### config.mk
export PLATFORM = sky130hd
export DESIGN_NAME = uart_tx_arbiter
export DESIGN_NICKNAME = d
export VERILOG_FILES = /design/src/rtl/uart_tx_arbiter.sv
export SDC_FILE = /design/constraint.sdc
export NUM_CORES = 1
export LEC_CHECK = 0
export CAP_MARGIN = 15
export CORE_MARGIN = 2
export CORE_UTILIZATION = 35
export CTS_CLUSTER_SIZE = 28
export DETAILED_ROUTE_END_ITERATION = 12
export GPL_TIMING_DRIVEN = 0
export PLACE_DENSITY = 0.54
export SLEW_MARGIN = 10
export SYNTH_ARGS = -nofsm -noshare
export SYNTH_HDL_FRONTEND = slang
export SYNTH_SLANG_ARGS = --single-unit
export TNS_END_PERCENT = 10
### constraint.sdc
create_clock -name clk -period 5.6 [get_ports clk]
set_clock_uncertainty 0.05 [all_clocks]
set_input_delay 1.12 -clock clk [delete_from_list [all_inputs] [get_ports clk]]
set_output_delay 1.12 -clock clk [all_outputs]
set_load 0.02 [all_outputs]
### src/rtl/uart_tx_arbiter.sv
// Message-locked round-robin arbiter sharing one UART TX byte stream between two sources.
// A grant is held until the terminator byte, MAX_MSG bytes, or IDLE_TIMEOUT stalled cycles.
module uart_tx_arbiter #(
  parameter int unsigned       DATA_W       = 8,
  parameter logic [DATA_W-1:0] TERM         = 8'h0A,
  parameter int unsigned       MAX_MSG      = 256,
  parameter int unsigned       IDLE_TIMEOUT = 5000
) (
  input  logic              clk,
  input  logic              reset,
  input  logic [DATA_W-1:0] s0_data,
  input  logic              s0_valid,
  output logic              s0_ready,
  input  logic [DATA_W-1:0] s1_data,
  input  logic              s1_valid,
  output logic              s1_ready,
  output logic [DATA_W-1:0] m_data,
  output logic              m_valid,
  input  logic              m_ready,
  output logic [1:0]        grant,
  output logic              timeout
);

  localparam int unsigned BcW = $clog2(MAX_MSG + 1);
  localparam int unsigned IcW = $clog2(IDLE_TIMEOUT + 1);

  typedef enum logic [1:0] {StIdle, StLock0, StLock1} state_e;

  state_e            state_q, state_d;
  logic              rr_q, rr_d;
  logic [BcW-1:0]    byte_cnt_q, byte_cnt_d;
  logic [IcW-1:0]    idle_cnt_q, idle_cnt_d;
  logic [DATA_W-1:0] m_data_q, m_data_d;
  logic              m_valid_q, m_valid_d;
  logic [1:0]        grant_q, grant_d;
  logic              timeout_q, timeout_d;

  logic              drain_ok;
  logic              xfer;
  logic              rel;
  logic [DATA_W-1:0] xfer_data;

  always_comb begin
    state_d    = state_q;
    rr_d       = rr_q;
    byte_cnt_d = byte_cnt_q;
    idle_cnt_d = idle_cnt_q;
    m_data_d   = m_data_q;
    m_valid_d  = m_valid_q;
    timeout_d  = 1'b0;
    s0_ready   = 1'b0;
    s1_ready   = 1'b0;
    xfer       = 1'b0;
    xfer_data  = '0;
    rel        = 1'b0;
    drain_ok   = ~m_valid_q | m_ready;

    case (state_q)
      StIdle: begin
        // rr_q names the last served source; on contention the other one wins.
        if (s0_valid && (!s1_valid || rr_q)) begin
          state_d = StLock0;
        end else if (s1_valid) begin
          state_d = StLock1;
        end
      end
      StLock0: begin
        s0_ready  = drain_ok;
        xfer      = s0_valid & drain_ok;
        xfer_data = s0_data;
      end
      StLock1: begin
        s1_ready  = drain_ok;
        xfer      = s1_valid & drain_ok;
        xfer_data = s1_data;
      end
      default: state_d = StIdle;
    endcase

    if (xfer) begin
      m_data_d  = xfer_data;
      m_valid_d = 1'b1;
    end else if (m_ready) begin
      m_valid_d = 1'b0;
    end

    if (state_q != StIdle) begin
      if (xfer) begin
        idle_cnt_d = '0;
        byte_cnt_d = byte_cnt_q + BcW'(1);
        if (xfer_data == TERM || byte_cnt_q == BcW'(MAX_MSG - 1)) begin
          rel = 1'b1;
        end
      end else begin
        if (idle_cnt_q != IcW'(IDLE_TIMEOUT)) begin
          idle_cnt_d = idle_cnt_q + IcW'(1);
        end
        if (idle_cnt_d == IcW'(IDLE_TIMEOUT)) begin
          rel       = 1'b1;
          timeout_d = 1'b1;
        end
      end
      // Release does not wait for the output register to drain.
      if (rel) begin
        state_d    = StIdle;
        rr_d       = (state_q == StLock1);
        byte_cnt_d = '0;
        idle_cnt_d = '0;
      end
    end

    case (state_d)
      StLock0: grant_d = 2'b01;
      StLock1: grant_d = 2'b10;
      default: grant_d = 2'b00;
    endcase
  end

  always_ff @(posedge clk) begin
    if (reset) begin
      state_q    <= StIdle;
      rr_q       <= 1'b1;
      byte_cnt_q <= '0;
      idle_cnt_q <= '0;
      m_data_q   <= '0;
      m_valid_q  <= 1'b0;
      grant_q    <= 2'b00;
      timeout_q  <= 1'b0;
    end else begin
      state_q    <= state_d;
      rr_q       <= rr_d;
      byte_cnt_q <= byte_cnt_d;
      idle_cnt_q <= idle_cnt_d;
      m_data_q   <= m_data_d;
      m_valid_q  <= m_valid_d;
      grant_q    <= grant_d;
      timeout_q  <= timeout_d;
    end
  end

  assign m_data  = m_data_q;
  assign m_valid = m_valid_q;
  assign grant   = grant_q;
  assign timeout = timeout_q;

endmodule

==> metrics.txt, run 1 <==
count of cell types in the netlist=46; Reg2Reg Depth=9; TritonCTS clock tree=built; Iter 0 DRT Violations=104; Setup-failing EPs final=0; Remaining Overflow, GRT=0; Post-CTS Hold Buffers=0; ratio of cells with drive above 1 in the final layout=0.0658; Worst VDD drop=0.000134 V; Synth async-reset ratio=0; Slew HR=0.549; number of port buffers=33; Synth Area per Inst=7.91 um2; Tcrit/Tclk final=0.650; fillers=617; register clock-pin slew on the reported worst setup and hold paths=0.08 ns; Crit Path Category=primary input to primary output; io pins=35; WHS=0.438 ns; Die X=83.3 um; post-route met1 wirelength=2880 um; Starting Density=0.367; CTS resizes=0; largest net degree at the start of global routing=12; met3 wire len=275 um; Hold Crit Depth=2; DRC=0; fmax=0.275 GHz; initial antenna violation count=0; via count=2186; Logic pwr share=0.324; Area growth, synth to finish=23.3%; nets@finish=346; crit path time final=3.64 ns; Root Buffer=clkbuf_8; synth cell count leaders=dfxtp_1 (37), nor2_1 (23), o21ai_0 (23), nand2_1 (22), clkbuf_1 (19); Net Sw Power=256 uW; clock sinks=37; setup_tns=0 ns; vias per cell=5.55; Worst-Skew Late Latency=0.29 ns; required time worst endpoint=4.43 ns; first-pass GRT wire length=10300 um; Power Density=263 mW/mm2; synthesized instance count=278; DIE HEIGHT=83.3 um; # rows=28; Slowest cell on crit path=clkdlybuf4s50_1; critical-path cell list=clkdlybuf4s50_1 > nand2b_1 > and2_1 > clkdlybuf4s50_1; Fin. Hold Viols=0; GRT Resource Usage Total=0.179; Synth Cell Area=0.00220 mm2; Clock Power Share=0.261; clock buffer depth=2; Design Power=712 uW; HP Class=register to register; Seq pwr share=0.415; status=finished, final reports clean; Yosys warnings=0; post-CTS setup buffer count=0; die area=0.00693 mm2; top sig layer=met4; ys flop type=dfxtp_1; routability congestion estimate=0.839; RSZ-0062 raised after global routing=no; Yosys reg bits=37; vias in the first global route=2081; measured slew at the worst slew-check pin=0.673 ns; leakage power=0.877 nW; Pre-Repair DR Iteration Count=5; post-route ant nets=0; CORE AREA=0.00599 mm2; Antenna diodes=0; Wirelength per Cell=15.1 um; EDFF count, synth=0; Pins Over Slew Limit=0; WP data arrival=2.47 ns; Internal=457 uW; Met2 Wirelength=2710 um; register area share after synthesis=0.337; DP HPWL=4350 um; Worst path most repeated cell=clkdlybuf4s50_1; max incr delay on CP=0.60 ns; most frequent cell after synthesis=dfxtp_1; max_cap viols=0; top cell type's share of synthesized area=0.337; startpoint types=primary input; CP max FO=5; cts bufs inserted=5; final wirelength=5950 um; sw frac=0.359; endpoint class of the critical path=primary output; post-synth net total=306; CTS HTree Levels=2; Synth area leader=dfxtp_1; largest cells by area after synthesis=dfxtp_1 (34%), o21ai_0 (5.2%), nor3_1 (4.1%)
==> sequential cells by signal (all words and copies together) (netlist names) <==
signal and cells:
byte_cnt_q 9, m_valid 1, state_q 2, m_data 8, grant 2, rr_q 1
timeout 1, idle_cnt_q 13
==> metrics by stage <==
stage               worst slack (ns)  cell area, um2  std cells  utilization
floorplan                       2.84            2200        278            -
global placement                1.72            2620        386        0.438
detailed placement              1.71            2620        386        0.438
CTS                             1.96            2710        394        0.452
global route                    1.90            2710        394        0.453
finish                          1.96            2710        394        0.453
==> per-layer routing <==
layer	vias up	track usage
met2	53	0.285
met5	-	0
met1	1014	0.245
met4	0	0.0492
li1	1108	-
met3	11	0.0368
==> cell type report <==
cell class                 instances  area (um2)  area share
clock buffer                       6        72.6      0.0268
inverter                          11        41.3      0.0152
tap                               75        93.8      0.0346
multi-input combinational        210        1340       0.496
timing repair buffer              33         330       0.122
buffer                            20        78.8      0.0291
sequential                        37         741       0.273
clock inverter                     2        10.0     0.00369
==> worst max-delay path, delay by kind of cell <==
family / cells / cell delay [ns]
buffers and inverters: 2 / 1.04
and+or+nand+nor: 2 / 0.30
==> kinds of logic (layout without fill, tap and decap cells) <==
logic type                 after synthesis  count (layout)  synth area share
and+or+nand+nor                        117             117             0.282
AOI/OAI and AO/OA                       73              73             0.225
DFF                                     37              37             0.337
buffers and inverters                   31              72            0.0546
muxes                                   12              12            0.0575
adders and majority gates                7               7            0.0398
xor gates and xnor gates                 1               1           0.00398
==> worst paths after layout <==
kind                            slack (ns)                         end                       start
worst max-delay path                  1.96                    s0_ready                     m_ready
worst min-delay path                  0.44  byte_cnt_q[8]$_SDFFE_PP0P_  byte_cnt_q[8]$_SDFFE_PP0P_
worst max register to register        2.68  idle_cnt_q[1]$_SDFFE_PP0N_  idle_cnt_q[4]$_SDFFE_PP0N_
worst min register to register        0.44  byte_cnt_q[8]$_SDFFE_PP0P_  byte_cnt_q[8]$_SDFFE_PP0P_
==> placed cells by master, fill, tap and decap left out, types with 6 or more instances in the layout <==
cell,n
clkdlybuf4s50_1,33
nor4_1,6
dfxtp_1,37
and3_1,8
a211oi_1,7
nor3_1,17
ha_1,7
o21ai_0,23
inv_1,11
nand3_1,16
nand2_1,22
nor2_1,23
mux2i_1,7
a21oi_1,17
clkbuf_1,20
==> power by group through the flow <==
| stage | clock [mW] | combinational, mW | sequential [mW] |
|---|---|---|---|
| final | 0.186 | 0.231 | 0.296 |
| after global placement | 0 | 0.232 | 0.301 |
| after detailed placement | 0 | 0.231 | 0.302 |
| after global routing | 0.199 | 0.260 | 0.299 |
| after CTS | 0.190 | 0.232 | 0.296 |
| after floorplan | 0 | 0.124 | 0.316 |
(Power assumes the default switching activity.)
==> run 2, diff against run 1 <==
==> constraint.sdc (replaced) <==
create_clock -name clk -period 3.6 [get_ports clk]
set_clock_uncertainty 0.05 [all_clocks]
set_input_delay 0.72 -clock clk [delete_from_list [all_inputs] [get_ports clk]]
set_output_delay 0.72 -clock clk [all_outputs]
set_load 0.02 [all_outputs]
==> results of run 2 <==
Same layout as run 1 (identical final DEF). Status: finished, final reports clean.
Among the figures that moved: setup slack after placement 1.71 ns -> 0.114 ns; setup slack after layout 1.96 ns -> 0.679 ns; start point of the critical path m_ready -> idle_cnt_q[4]$_SDFFE_PP0N_; end point of the critical path s0_ready -> idle_cnt_q[1]$_SDFFE_PP0N_; register-to-register setup slack 2.68 ns -> 0.68 ns; total power 0.712 mW -> 1.11 mW; worst IR drop on VDD 0.000134 V -> 0.000208 V
